`src/rtl/pl_fetch_queue.sv`:
```
// Fetch front end: owns the PC and a circular queue of {pc, instr} entries between
// instruction memory and decode. Fetch runs ahead of decode stalls; a redirect from
// execute flushes every queued entry and restarts fetch at the (halfword-aligned) target.
module pl_fetch_queue #(
  parameter int unsigned     XLEN     = 32,
  parameter int unsigned     DEPTH    = 4,
  parameter logic [XLEN-1:0] RESET_PC = '0
) (
  input  logic                    clk,
  input  logic                    reset,
  output logic [XLEN-1:0]         imem_addr,
  output logic                    imem_req,
  input  logic [31:0]             imem_rdata,
  input  logic                    halt,
  input  logic                    redirect,
  input  logic [XLEN-1:0]         redirect_pc,
  input  logic                    deq,
  output logic                    out_valid,
  output logic [31:0]             out_instr,
  output logic [XLEN-1:0]         out_pc,
  output logic [XLEN-1:0]         out_pcplus4,
  output logic [$clog2(DEPTH):0]  count
);

  localparam int unsigned     PtrW     = $clog2(DEPTH);
  localparam logic [PtrW:0]   DepthCnt = (PtrW + 1)'(DEPTH);
  localparam logic [XLEN-1:0] Four     = XLEN'(4);
  localparam logic [31:0]     Nop      = 32'h0000_0013;

  logic [XLEN-1:0] pc_q, pc_d;
  logic [PtrW-1:0] rd_ptr_q, rd_ptr_d;
  logic [PtrW-1:0] wr_ptr_q, wr_ptr_d;
  logic [PtrW:0]   count_q, count_d;
  logic            push, pop;

  logic [XLEN-1:0] pc_mem_q    [DEPTH];
  logic [31:0]     instr_mem_q [DEPTH];

  // Handshake: redirect suppresses both push and pop; a full queue may push while popping.
  always_comb begin
    out_valid = (count_q != '0);
    pop       = deq & out_valid & ~redirect;
    push      = ~reset & ~redirect & ~halt & ((count_q != DepthCnt) | pop);
    imem_req  = push;
    imem_addr = pc_q;
  end

  // Next-state for PC, pointers and occupancy; redirect clears the queue.
  always_comb begin
    pc_d     = pc_q;
    rd_ptr_d = rd_ptr_q;
    wr_ptr_d = wr_ptr_q;
    count_d  = count_q;
    if (redirect) begin
      pc_d     = {redirect_pc[XLEN-1:1], 1'b0};
      rd_ptr_d = '0;
      wr_ptr_d = '0;
      count_d  = '0;
    end else begin
      if (push) begin
        pc_d     = pc_q + Four;
        wr_ptr_d = wr_ptr_q + PtrW'(1);
      end
      if (pop) begin
        rd_ptr_d = rd_ptr_q + PtrW'(1);
      end
      case ({push, pop})
        2'b10:   count_d = count_q + (PtrW + 1)'(1);
        2'b01:   count_d = count_q - (PtrW + 1)'(1);
        default: count_d = count_q;
      endcase
    end
  end

  // Control state with synchronous reset.
  always_ff @(posedge clk) begin
    if (reset) begin
      pc_q     <= RESET_PC;
      rd_ptr_q <= '0;
      wr_ptr_q <= '0;
      count_q  <= '0;
    end else begin
      pc_q     <= pc_d;
      rd_ptr_q <= rd_ptr_d;
      wr_ptr_q <= wr_ptr_d;
      count_q  <= count_d;
    end
  end

  // Entry storage; contents are only meaningful while counted as occupied.
  always_ff @(posedge clk) begin
    if (push) begin
      pc_mem_q[wr_ptr_q]    <= pc_q;
      instr_mem_q[wr_ptr_q] <= imem_rdata;
    end
  end

  // Head presentation; an empty queue shows a nop to decode.
  always_comb begin
    out_pc      = pc_mem_q[rd_ptr_q];
    out_pcplus4 = out_pc + Four;
    out_instr   = out_valid ? instr_mem_q[rd_ptr_q] : Nop;
    count       = count_q;
  end

endmodule

```
`config.mk`:
```
export PLATFORM = sky130hd
export DESIGN_NAME = pl_fetch_queue
export DESIGN_NICKNAME = d
export VERILOG_FILES = /design/src/rtl/pl_fetch_queue.sv
export SDC_FILE = /design/constraint.sdc
export NUM_CORES = 1
export LEC_CHECK = 0
export BUFFER_PORTS_ARGS = -buffer_cell sky130_fd_sc_hd__buf_2
export CAP_MARGIN = 40
export CORE_ASPECT_RATIO = 1.25
export CORE_MARGIN = 4
export CORE_UTILIZATION = 40
export DETAILED_ROUTE_END_ITERATION = 16
export GPL_TIMING_DRIVEN = 0
export PLACE_DENSITY = 0.61
export SYNTH_ARGS = -nofsm -noshare
export SYNTH_HDL_FRONTEND = slang
export SYNTH_SLANG_ARGS = --single-unit
```
`constraint.sdc`:
```
create_clock -name clk -period 11 [get_ports clk]
set_clock_uncertainty 0.15 [all_clocks]
set_input_delay 2.2 -clock clk [delete_from_list [all_inputs] [get_ports clk]]
set_output_delay 2.2 -clock clk [all_outputs]
set_load 0.05 [all_outputs]
```
Word level (Yosys, flattened, before mapping)
Memory sizes are Yosys's and may differ from the RTL's. A register that Yosys moved wholly into a read port is not among the register bits.
Cells that the tools add are included.
{ "op_classes": {"add_sub_neg": 6, "n_eq_ne": 3, "mux": 10, "bitwise": 9, "reduce_logical": 4} }
{ "op_table": {"columns": ["operator", "n"], "rows": [
  ["$mux W32", 3],
  ["$add A32 B3 Y32 const B", 2],
  ["$mux W2", 4],
  ["$pmux W3 S2", 1],
  ["$and A1 B1 Y1", 5],
  ["$add A2 B1 Y2 const B", 2],
  ["$reduce_bool A2 Y1", 2],
  ["$add A3 B1 Y3 const B", 1],
  ["$ne A3 B3 Y1 const B", 1],
  ["$not A1 Y1", 3],
  ["$reduce_bool A3 Y1", 1],
  ["$sub A3 B1 Y3 const B", 1],
  ["$eq A2 B1 Y1 const B", 1],
  ["$eq A2 B2 Y1 const B", 1],
  ["$mux W1", 2],
  ["$reduce_or A2 Y1", 1],
  ["$or A1 B1 Y1", 1]
]} }
{ "word_totals": {"ff_bits": 39, "ram_bits": 256, "inputBits": 69, "word_cells": 39, "memories": 2} }
{ "mem_list": {"columns": ["memory", "depth", "width", "rd", "rd_clocked_by_memory_dff", "write_ports", "line", "rtl"], "rows": [
  ["instr_mem_q", 4, 32, 1, 1, 1, "37", "logic [31:0] instr_mem_q [DEPTH];"],
  ["pc_mem_q", 4, 32, 1, 1, 1, "36", "logic [XLEN-1:0] pc_mem_q [DEPTH];"]
]} }

Longest topological paths before layout
Gate-level depths: netlist (run 1).
{ "logic_depth": {"word_depth": 7, "mapped_depth": 10, "depth_no_buf": 9} }

Least setup slack after synthesis (run 1)
OpenSTA, ideal clock, no wires.
{ "synth_path": {"kind": "input -> output", "startpoint": "input reset", "endpoint": "output imem_req", "t_arrival_ps": 3586, "slack_ps": 5064, "path_stages": 7, "path_buffers": 4, "cell_sequence": "buf_2 > or3_1 > or2_1 > buf_2 > inv_2 > buf_4 > buf_2"} }
{ "synth_between": {"elab_chain_len": 4} }
{ "synth_lines": {"columns": ["item", "line", "rtl"], "rows": [
  ["start: declaration", "10", "input logic reset,"],
  ["$not A1 Y1", "43", "push = ~reset & ~redirect & ~halt & ((count_q != DepthCnt) | pop);"],
  ["$and A1 B1 Y1 (3 in a row)", "43", null],
  ["end: declaration", "12", "output logic imem_req,"]
]} }
No other way between the ends.

Worst setup path after layout (run 1)
{ "layout_path": {"startpoint": "input redirect", "endpoint": "output imem_req"} }
{ "layout_between": {"elab_chain_len": 4, "elab_cells_between_ends": 6, "classes_between": "bitwise: 6"} }
{ "layout_lines": {"columns": ["item", "line", "rtl"], "rows": [
  ["start: declaration", "15", "input logic redirect,"],
  ["$not A1 Y1 *", "42, 43", null],
  ["$and A1 B1 Y1, on equally long branches", "43, 42", null],
  ["$and A1 B1 Y1 / $or A1 B1 Y1 (equally long branches)", "43", null],
  ["$and A1 B1 Y1 *", "43", null]
]} }
Mark *: on every way between the ends. The rest lies on a longest branch, timed or not.

==> summary.txt, run 1 <==
Seq cells post-synth - 292
Vias - 7408
Final hold vios - 0
1st-pass router iterations - 5
Setup TNS - 0 ns
Area leader, netlist - edfxtp_1
Vias per inst - 5.280
Reg2Reg Depth - 7
Fmax achieved - 0.1574 GHz
Pwr per Cell Area - 163.3 mW/mm^2
Diode count - 0
Multi-input gate area - 0.003623 sq mm
Count leader, synth - edfxtp_1
First-pass GRT wire length - 44630 um
Synth cell types - 64
# fillers - 2642
CTS tree - built
R2r startpoint - imem_addr[3]$_SDFFE_PP0P_
CTS Hold Bufs - 0
EDFF count, synth - 252
Post-route antenna net violation count - 0
Number of buffers added on ports - 196
Seq/Total Area, Yosys - 0.6804
RePlAce Congestion - 0.8713
Crit. End Element - primary output
Post-synth top flop - edfxtp_1
Top-level I/O count - 202
Critical Setup Path Class - input port to primary output
Core ar. - 0.03020 sq mm
Smallest hold slack - 0.4022 ns
Slew Viols, Final - 0
RR Endpoint - imem_addr[28]$_SDFFE_PP0P_
Crit share post-route - 0.5777
Tmin final - 6.355 ns
Post-CTS resize count - 0
Initial antenna violation count - 0
RSZ-0062 raised after global routing - no
Warning count from the yosys run - 0
Remaining Overflow, GRT - 0
Status - finished clean
Synth-to-Final Area Change - 20.95%
Largest net degree at the start of global routing - 46
Async SR Flop Fraction - 0
VDD IR-drop max - 0.08836 mV
Synthesized cell area - 0.01230 sq mm
Avg Cell Area, Syn - 16.53 sq um
Min-delay worst type - flop to flop
Die area - 0.03363 sq mm
Relative slew slack - 0.3684
Die H - 204.0 um
Drt first-iter violations - 505
Most frequent cells after synthesis - edfxtp_1, mux4_2, nand2_1, and2_1, dfxtp_1
Die Span X - 164.8 um
Slew @ Worst Pin - 0.9375 ns
Min-delay src - rd_ptr_q[1]$_SDFFE_PP0P_
Hold path cells - 2
R2R Setup Slk - 7.83 ns
CTS Buffer Depth - 3
Sink Count - 292
Leak Pwr - 5.143 nW
Core Rows - 71
Vias in the first global route - 7600
Top cells by area, synth - edfxtp_1, mux4_2, dfxtp_1
Crit path max fanout - 10
Worst EP required - 8.65 ns
Finish-stage setup viols - 0
DRT Wirelength - 29140 um
Detailed Place HPWL - 19690 um
# DRC - 0
Synth top area share - 0.6153
Gate Count Post-Synth - 744
Total GRT Usage - 0.1717
Initial core utilization - 0.4072
Arrival time worst endpoint - 4.00 ns
Final #Nets - 1055
Clock transition at the registers of the reported paths - 0.06 ns
Reg area - 0.008368 sq mm
CTS Buf Count - 31
H-tree lvl count - 1
Post-CTS Setup Inserts - 0
Avg WL per Cell - 20.77 um
Layout cells sized above 1 - 0.3523
Clock latency reported for the late side of the worst-skew pair - 0.54 ns
Startpoint types - input port
Clock root buffer - clkbuf_16
Hold endpoint - rd_ptr_q[1]$_SDFFE_PP0P_
Max-cap violations - 0
==> power by group <==
| part | switching (mW) | internal (mW) |
|---|---|---|
| Sequential | 0.0219 | 1.22 |
| Clock | 0.418 | 0.588 |
| Combinational | 0.132 | 0.0499 |
==> metrics by stage <==
| step | total power [mW] | instance area (sq um) | setup slack (ns) | cells | utilization |
|---|---|---|---|---|---|
| 2_1_floorplan | 1.383 | 12310 | 5.064 | 746 | - |
| 3_3_place_gp | 1.446 | 13790 | 3.927 | 1343 | 0.4565 |
| 3_5_place_dp | 1.448 | 13890 | 4.662 | 1347 | 0.4597 |
| 4_1_cts | 2.455 | 14870 | 4.655 | 1403 | 0.4925 |
| 5_1_grt | 2.515 | 14870 | 4.533 | 1403 | 0.4925 |
| 6_report | 2.429 | 14870 | 4.645 | 1403 | 0.4925 |
==> logic make-up (layout without fill, tap and decap cells) <==
group | after synthesis | after routing | synth area share
other | 1 | 3 | 0.0003049
buffers and inverters | 57 | 313 | 0.02635
AO/OA/AOI/OAI | 76 | 76 | 0.03937
multiplexers | 68 | 68 | 0.1222
flip-flops | 292 | 292 | 0.6804
adder cells (fa/ha/maj) | 7 | 7 | 0.007732
AND/OR/NAND/NOR | 205 | 205 | 0.09655
XOR/XNOR | 38 | 38 | 0.02706
==> per-layer routing <==
layer,routed length [um],vias up,global-route usage
met2,14930,240,0.2991
met5,0,-,0
li1,-,3405,-
met1,12110,3723,0.2291
met3,1516,40,0.02017
met4,584,0,0.04517
==> cell usage in the layout (no fill, tap or decap), drive strengths merged, types with 21 or more instances in the layout <==
cell and n:
dfxtp 40, clkbuf 53, mux4 63, buf 225, nor2 25, and2 41, xnor2 31, nand3 21
nand2 49, edfxtp 252
==> sequential cells by signal, summed over array words and instances (netlist names), named ones only <==
register and cells:
count 3, imem_addr 31, instr_mem_q 128, pc_mem_q 124, rd_ptr_q 2, wr_ptr_q 2
==> critical path, stage by stage <==
cell and delay [ns]:
buf_2 0.14, or3_1 0.43, or2_1 0.24, buf_2 0.16, inv_2 0.09, buf_4 0.18
buf_2 0.25, buf_2 0.30
==> worst max path at each step <==
stage	start	end	slack, ns	cells past startpoint
after detailed placement	redirect	imem_req	4.66	8
after global routing	redirect	imem_req	4.53	8
after CTS	redirect	imem_req	4.65	8
after floorplan	reset	imem_req	5.06	7
after global placement	redirect	instr_mem_q[0][24]$_DFFE_PP_	3.93	8
final	redirect	imem_req	4.65	8
==> area by class of cell <==
type / count / share of cell area
Inverter: 14 / 0.003533
Sequential cell: 292 / 0.5626
Multi-Input combinational cell: 397 / 0.2436
Tap cell: 401 / 0.03373
Clock inverter: 21 / 0.01329
Buffer: 43 / 0.01825
Timing Repair Buffer: 200 / 0.07184
Clock buffer: 35 / 0.05316
Note: power is estimated with default switching activity, not from simulation.
==> inputs of run 2 (changes only) <==
--- a/config.mk
+++ b/config.mk
@@ -5,6 +5,7 @@
 export SDC_FILE = /design/constraint.sdc
 export NUM_CORES = 1
 export LEC_CHECK = 0
+export ABC_AREA = 1
 export BUFFER_PORTS_ARGS = -buffer_cell sky130_fd_sc_hd__buf_2
 export CAP_MARGIN = 40
 export CORE_ASPECT_RATIO = 1.25
@@ -12,7 +13,7 @@
 export CORE_UTILIZATION = 40
 export DETAILED_ROUTE_END_ITERATION = 16
 export GPL_TIMING_DRIVEN = 0
-export PLACE_DENSITY = 0.61
+export PLACE_DENSITY = 0.6
 export SYNTH_ARGS = -nofsm -noshare
 export SYNTH_HDL_FRONTEND = slang
 export SYNTH_SLANG_ARGS = --single-unit
==> constraint.sdc (replaced) <==
create_clock -name clk -period 5.9 [get_ports clk]
set_clock_uncertainty 0.15 [all_clocks]
set_input_delay 1.18 -clock clk [delete_from_list [all_inputs] [get_ports clk]]
set_output_delay 1.18 -clock clk [all_outputs]
set_load 0.05 [all_outputs]
==> run 2 against run 1 <==
  * Via count rose by 54%
  * Utilization is 0.17 points lower
  * Clock power is 96% higher
  * Sequential share of layout area fell by 6.7 points
  * Global-route usage rose by 4.0 points
  * Critical endpoint is now out_pcplus4[16]
  * Final area rose by 14%
  * Setup slack lost 3.4 ns
==> summary.txt, run 2 <==
Most frequent cells after synthesis - nand2_1, edfxtp_1, nor2_1, nand3_1, inv_1 (was edfxtp_1, mux4_2, nand2_1, and2_1, dfxtp_1)
CTS Buf Count - 30 (was 31)
# DRC - 0 (unchanged)
Avg Cell Area, Syn - 9.028 sq um (was 16.53 sq um)
Tmin final - 4.687 ns
Total GRT Usage - 0.2114 (was 0.1717)
Detailed Place HPWL - 30460 um (was 19690 um)
Clock root buffer - clkbuf_16 (unchanged)
1st-pass router iterations - 5 (unchanged)
Max reg flops - 128 (unchanged)
Seq cells post-synth - 292 (unchanged)
Vias in the first global route - 10950 (was 7600)
EDFF count, synth - 252 (unchanged)
Hold endpoint - rd_ptr_q[1]$_SDFFE_PP0P_ (unchanged)
Sink Count - 292 (unchanged)
Synthesized cell area - 0.01395 sq mm (was 0.01230 sq mm)
Vias - 11440 (was 7408)
Max-cap violations - 0 (unchanged)
Min-delay worst type - flop to flop (unchanged)
VDD IR-drop max - 0.1926 mV (was 0.08836 mV)
Status - finished clean (unchanged)
Avg WL per Cell - 18.09 um (was 20.77 um)
Diode count - 0 (unchanged)
CTS Buffer Depth - 3 (unchanged)
Min-delay src - rd_ptr_q[1]$_SDFFE_PP0P_ (unchanged)
Pwr per Cell Area - 278.3 mW/mm^2 (was 163.3 mW/mm^2)
Compound-Gate Fraction of Synth Area - 0.05579 (was 0.03937)
RR Endpoint - instr_mem_q[3][6]$_DFFE_PP_ (was imem_addr[28]$_SDFFE_PP0P_)
H-tree lvl count - 1 (unchanged)
R2R Setup Slk - 3.00 ns (was 7.83 ns)
Initial core utilization - 0.4052 (was 0.4072)
Layout cells sized above 1 - 0.1872 (was 0.3523)
Largest Register - instr_mem_q (unchanged)
Setup TNS - 0 ns (unchanged)
Gate Count Post-Synth - 1545 (was 744)
Number of buffers added on ports - 196 (unchanged)
Async SR Flop Fraction - 0 (unchanged)
Crit share post-route - 0.7944
Largest family of logic cells by synthesized area - simple AND/OR/NAND/NOR gates (was multiplexers)
Top-level I/O count - 202 (unchanged)
Worst EP required - 4.57 ns (was 8.65 ns)
Synth top area share - 0.5425 (was 0.6153)
Leak Pwr - 7.044 nW (was 5.143 nW)
Synth Area in Adders - 0.006817 (was 0.007732)
Slew @ Worst Pin - 0.7182 ns (was 0.9375 ns)
Finish-stage setup viols - 0 (unchanged)
First-pass GRT wire length - 62110 um (was 44630 um)
Reg2Reg Depth - 10 (was 7)
Pre-CTS setup slack - 1.770 ns (was 4.662 ns)
Initial antenna violation count - 1 (was 0)
Post-synthesis xor/xnor area fraction - 0.01821 (was 0.02706)
Fin cells - 2279 (was 1403)
Final #Nets - 1863 (was 1055)
Vias per inst - 5.018 (was 5.280)
Seq/Total Area, Yosys - 0.5999 (was 0.6804)
Arrival time worst endpoint - 3.36 ns (was 4.00 ns)
Post-route setup slack - 1.213 ns (was 4.645 ns)
CTS tree - built (unchanged)
Core Rows - 76 (was 71)
Die H - 216.8 um (was 204.0 um)
Portion of netlist area occupied by mux cells - 0 (was 0.1222)
Top cells by area, synth - edfxtp_1, nand2_1, nor2_1 (was edfxtp_1, mux4_2, dfxtp_1)
Core ar. - 0.03442 sq mm (was 0.03020 sq mm)
Remaining Overflow, GRT - 0 (unchanged)
Most frequent cells in the layout - nand2_1, edfxtp_1, nor2_1, buf_2, nand3_1 (was edfxtp_1, buf_2, mux4_2, nand2_1, dfxtp_1)
Relative slew slack - 0.5194 (was 0.3684)
Post-synth top flop - edfxtp_1 (unchanged)
Synth Area in Simple Gates - 0.2594 (was 0.09655)
Post-route antenna net violation count - 0 (unchanged)
Synth-to-Final Area Change - 21.11% (was 20.95%)
RSZ-0062 raised after global routing - no (unchanged)
Final hold vios - 0 (unchanged)
Synth cell types - 36 (was 64)
Die Span X - 175.0 um (was 164.8 um)
Post-CTS Setup Inserts - 0 (unchanged)
CTS Hold Bufs - 0 (unchanged)
Critical Setup Path Class - flop to primary output (was input port to primary output)
Clock transition at the registers of the reported paths - 0.06 ns (about the same)
Hold path cells - 2 (unchanged)
Count leader, synth - nand2_1 (was edfxtp_1)
Fmax achieved - 0.2134 GHz
Largest net degree at the start of global routing - 26 (was 46)
R2r startpoint - count[0]$_SDFFE_PP0P_ (was imem_addr[3]$_SDFFE_PP0P_)
Crit path max fanout - 10 (unchanged)
Startpoint types - flop (was input port)
Warning count from the yosys run - 0 (unchanged)
Crit. End Element - primary output (unchanged)
DRT Wirelength - 41220 um (was 29140 um)
Most common cell after layout, fill and taps aside - nand2_1 (was edfxtp_1)
Drt first-iter violations - 807 (was 505)
RePlAce Congestion - 0.9409 (was 0.8713)
Post-CTS resize count - 0 (unchanged)
Clock latency reported for the late side of the worst-skew pair - 0.57 ns (was 0.54 ns)
Slew Viols, Final - 0 (unchanged)
Die area - 0.03794 sq mm (was 0.03363 sq mm)
Area leader, netlist - edfxtp_1 (unchanged)
Post-Place Cells - 2223 (was 1347)
[run 2: layout make-up]
type / count / area, sq um
buffer: 68 / 399.1
tap: 468 / 585.6
inverter: 113 / 431.7
clock buffer: 40 / 860.8
multi-input combinational: 1074 / 4787
fill: 3271 / 17530
timing repair buffer: 208 / 1274
clock inverter: 16 / 186.4
sequential: 292 / 8368
[run 2: worst max path at each step]
stage              from                      endpoint  slack [ns]  cells past startpoint
6_report           flop               out_pcplus4[16]        1.21                     12
5_1_grt            flop               out_pcplus4[16]        1.18                     12
4_1_cts            flop               out_pcplus4[16]        1.22                     12
3_5_place_dp      reset                      imem_req        1.77                      9
3_3_place_gp      reset  instr_mem_q[3][23]$_DFFE_PP_       -1.91                      7
2_1_floorplan  redirect   instr_mem_q[0][0]$_DFFE_PP_        0.73                      7
[run 2: report_power, final]
part | internal (mW) | total [mW] | switching, mW | leakage, nW
combinational | 0.0988 | 0.405 | 0.306 | 3.88
sequential | 2.28 | 2.32 | 0.0421 | 2.65
clock | 1.20 | 1.98 | 0.781 | 0.517
total | 3.57 | 4.70 | 1.13 | 7.04
[run 2: per-layer routing]
| metal | vias to the layer above | track usage | routed length (um) |
|---|---|---|---|
| met5 | - | 0 | 0 |
| met4 | 0 | 0.08881 | 1802 |
| met3 | 87 | 0.02519 | 2392 |
| met2 | 403 | 0.3837 | 20980 |
| met1 | 5388 | 0.2539 | 16040 |
| li1 | 5559 | - | - |
[run 2: per-stage QoR]
stage	cell area, sq um	hold slack, ns	utilization	total power [mW]
floorplan	13960	0.2856	-	2.622
global placement	15520	0.3158	0.4509	2.758
detailed placement	15850	0.3386	0.4603	2.766
CTS	16890	0.3498	0.4907	4.733
global route	16890	0.3788	0.4907	4.860
finish	16890	0.3442	0.4907	4.702
[run 2: logic make-up after synthesis]
kind of cell,Yosys count
simple gates,885
flops,292
fa+ha+maj,7
other cells,1
buf+inv,181
xor+xnor,29
compound gates,150
[run 2: critical path, cell delays in order (launching register included)]
cell and delay (ns):
dfxtp_1 0.31, buf_6 0.13, buf_8 0.15, buf_8 0.14, o21ai_1 0.17, nand2_2 0.12, inv_2 0.09, ha_1 0.23
nand3_4 0.16, nor2_1 0.59, nand2_1 0.14, xor2_1 0.25, buf_2 0.31
==> inputs of run 3 (changes only) <==
--- a/config.mk
+++ b/config.mk
@@ -13,7 +13,7 @@
 export CORE_UTILIZATION = 40
 export DETAILED_ROUTE_END_ITERATION = 16
 export GPL_TIMING_DRIVEN = 0
-export PLACE_DENSITY = 0.6
+export PLACE_DENSITY = 0.62
 export SYNTH_ARGS = -nofsm -noshare
 export SYNTH_HDL_FRONTEND = slang
 export SYNTH_SLANG_ARGS = --single-unit
==> constraint.sdc (replaced) <==
create_clock -name clk -period 4.3 [get_ports clk]
set_clock_uncertainty 0.15 [all_clocks]
set_input_delay 0.86 -clock clk [delete_from_list [all_inputs] [get_ports clk]]
set_output_delay 0.86 -clock clk [all_outputs]
set_load 0.05 [all_outputs]
==> run 3 against run 2 <==
  * Global-route usage about the same
  * Final area decreased by 1.0%
  * Total power increased by 33%
  * Critical endpoint is now out_pcplus4[15]
  * First-iteration DRC count decreased by 13%
  * Via count decreased by 1.6%
  * Highest routed layer unchanged
  * Combinational power increased by 36%
  * Flip-flop and latch count unchanged
  * Setup slack got worse by 1.1 ns
  * Clock-buffer cell count decreased by 2
  * Critical path type unchanged
  * Die area unchanged
  * Critical path depth decreased by 2
==> summary.txt, run 3 (same netlist as run 2, synthesis figures left out) <==
Status - finished clean (unchanged)
Pwr per Cell Area - 375.3 mW/mm^2 (was 278.3 mW/mm^2)
Top-level I/O count - 202 (unchanged)
Initial core utilization - 0.4052 (unchanged)
Sink Count - 292 (unchanged)
Largest net degree at the start of global routing - 25 (was 26)
Most common cell after layout, fill and taps aside - nand2_1 (unchanged)
Fmax achieved - 0.2383 GHz
Detailed Place HPWL - 30490 um (was 30460 um)
Crit path max fanout - 10 (unchanged)
Synth-to-Final Area Change - 19.87% (was 21.11%)
Clock root buffer - clkbuf_16 (unchanged)
Startpoint types - flop (unchanged)
First-pass GRT wire length - 62110 um (about the same)
Die H - 216.8 um (unchanged)
CTS tree - built (unchanged)
Met2 wire len - 21110 um (was 20980 um)
Largest Register - instr_mem_q (unchanged)
Tmin final - 4.196 ns
Final hold vios - 0 (unchanged)
Core ar. - 0.03442 sq mm (unchanged)
Slowest stage cell, crit path - clkbuf_1 (was nor2_1)
Worst EP required - 3.29 ns (was 4.57 ns)
Crit. End Element - primary output (unchanged)
Layout cells sized above 1 - 0.1849 (was 0.1872)
Post-route antenna net violation count - 0 (unchanged)
Critical Setup Path Class - flop to primary output (unchanged)
RePlAce Congestion - 0.9356 (was 0.9409)
Clock transition at the registers of the reported paths - 0.06 ns (about the same)
Slew Viols, Final - 0 (unchanged)
Top cell by count, worst path - nand2_1 (was buf_8)
# DRC - 0 (unchanged)
Crit-path cells - inv_1, clkbuf_1, nand2_1, nand2_1, nand2_1, nor2_1, nand2_1, nor2_4, xor2_1, buf_2 (was buf_6, buf_8, buf_8, o21ai_1, nand2_2, inv_2, ha_1, nand3_4, nor2_1, nand2_1, xor2_1, buf_2)
Vias - 11250 (was 11440)
Relative slew slack - 0.4436 (was 0.5194)
Core Rows - 76 (unchanged)
H-tree lvl count - 1 (unchanged)
DRT Wirelength - 41230 um (was 41220 um)
Remaining Overflow, GRT - 0 (unchanged)
Smallest hold slack - 0.3277 ns (was 0.3442 ns)
Die area - 0.03794 sq mm (unchanged)
WL met3 - 2746 um (was 2392 um)
Avg WL per Cell - 18.12 um (was 18.09 um)
Max-cap violations - 0 (unchanged)
Leak Pwr - 6.958 nW (was 7.044 nW)
RSZ-0062 raised after global routing - no (unchanged)
Post-CTS Setup Inserts - 0 (unchanged)
Uppermost layer routed - met4 (unchanged)
Vias per inst - 4.945 (was 5.018)
Max reg flops - 128 (unchanged)
VDD IR-drop max - 0.2671 mV (was 0.1926 mV)
Die Span X - 175.0 um (unchanged)
Total GRT Usage - 0.2118 (was 0.2114)
Total power - 6.276 mW (was 4.702 mW)
Finish-stage setup viols - 0 (unchanged)
CTS Buffer Depth - 3 (unchanged)
M1 WL - 15990 um (was 16040 um)
Drt first-iter violations - 705 (was 807)
Number of buffers added on ports - 196 (unchanged)
1st-pass router iterations - 5 (unchanged)
# fillers - 3303 (was 3271)
Crit share post-route - 0.9759
Final #Nets - 1860 (was 1863)
Vias in the first global route - 10820 (was 10950)
Min-delay worst type - flop to flop (unchanged)
Initial antenna violation count - 0 (was 1)
CP peak stage delay - 0.53 ns (was 0.59 ns)
Clock latency reported for the late side of the worst-skew pair - 0.56 ns (was 0.57 ns)
Arrival time worst endpoint - 3.19 ns (was 3.36 ns)
Most frequent cells in the layout - nand2_1, edfxtp_1, nor2_1, buf_2, nand3_1 (unchanged)
CTS Buf Count - 30 (unchanged)
Slew @ Worst Pin - 0.8326 ns (was 0.7182 ns)
[run 3: cell count changes in the layout (fill, tap and decap cells not counted), sizes merged]
cell / previous run / this run
clkinv: 9 / 10
diode: 0 / 1
inv: 115 / 113
buf: 254 / 251
bufinv: 4 / 3
clkbuf: 62 / 60
clkinvlp: 1 / 3
[run 3: cell type report]
class,instances,area [sq um],area share
Timing Repair Buffer,205,1184,0.07079
Clock inverter,16,156.4,0.009354
Tap cell,468,585.6,0.03502
Clock buffer,38,802.0,0.04797
Multi-Input combinational cell,1074,4790,0.2865
Inverter,113,431.7,0.02582
Sequential cell,292,8368,0.5005
Buffer,68,400.4,0.02395
Antenna cell,1,2.502,0.0001497
[run 3: final timing paths]
check | startpoint | to | slack, ns | depth (start not counted)
hold reg to reg | rd_ptr_q[1]$_SDFFE_PP0P_ | flop | 0.33 | 2
setup / recovery | flop | out_pcplus4[15] | 0.10 | 10
hold / removal | rd_ptr_q[1]$_SDFFE_PP0P_ | flop | 0.33 | 2
setup reg to reg | count[1]$_SDFFE_PP0P_ | instr_mem_q[1][24]$_DFFE_PP_ | 1.24 | 9
[run 3: stage by stage]
stage	setup WS, ns	TNS (ns)	cell area (sq um)	cells	util
2_1_floorplan	-0.7496	-188.89	13960	1547	-
3_3_place_gp	-3.197	-790.74	15520	2211	0.4509
3_5_place_dp	0.5307	0	15760	2220	0.4577
4_1_cts	0.1228	0	16720	2274	0.4856
5_1_grt	0.01340	0	16720	2274	0.4856
6_report	0.1035	0	16720	2275	0.4857
[run 3: critical path: cells and delay by family, from the launching register on]
kind	cells	cell delay (ns)
buf+inv	3	0.95
xor+xnor	1	0.26
simple gates	6	1.08
flops	1	0.32
[run 3: routing by layer]
metal  vias up  GRT usage
met5         -          0
met4         0    0.06785
met3        71    0.03562
met2       381     0.3897
met1      5239     0.2522
li1       5559          -
[run 3: repair_timing]
item,CTS,global route
pin swaps,0,0
gates resized for setup,1,2
hold buffers,0,0
setup endpoints to repair,1,2
[run 3: report_power, final]
group	switching (mW)	internal (mW)	leakage, nW
Combinational	0.418	0.133	3.85
Sequential	0.0574	3.12	2.65
Clock	1.06	1.49	0.465
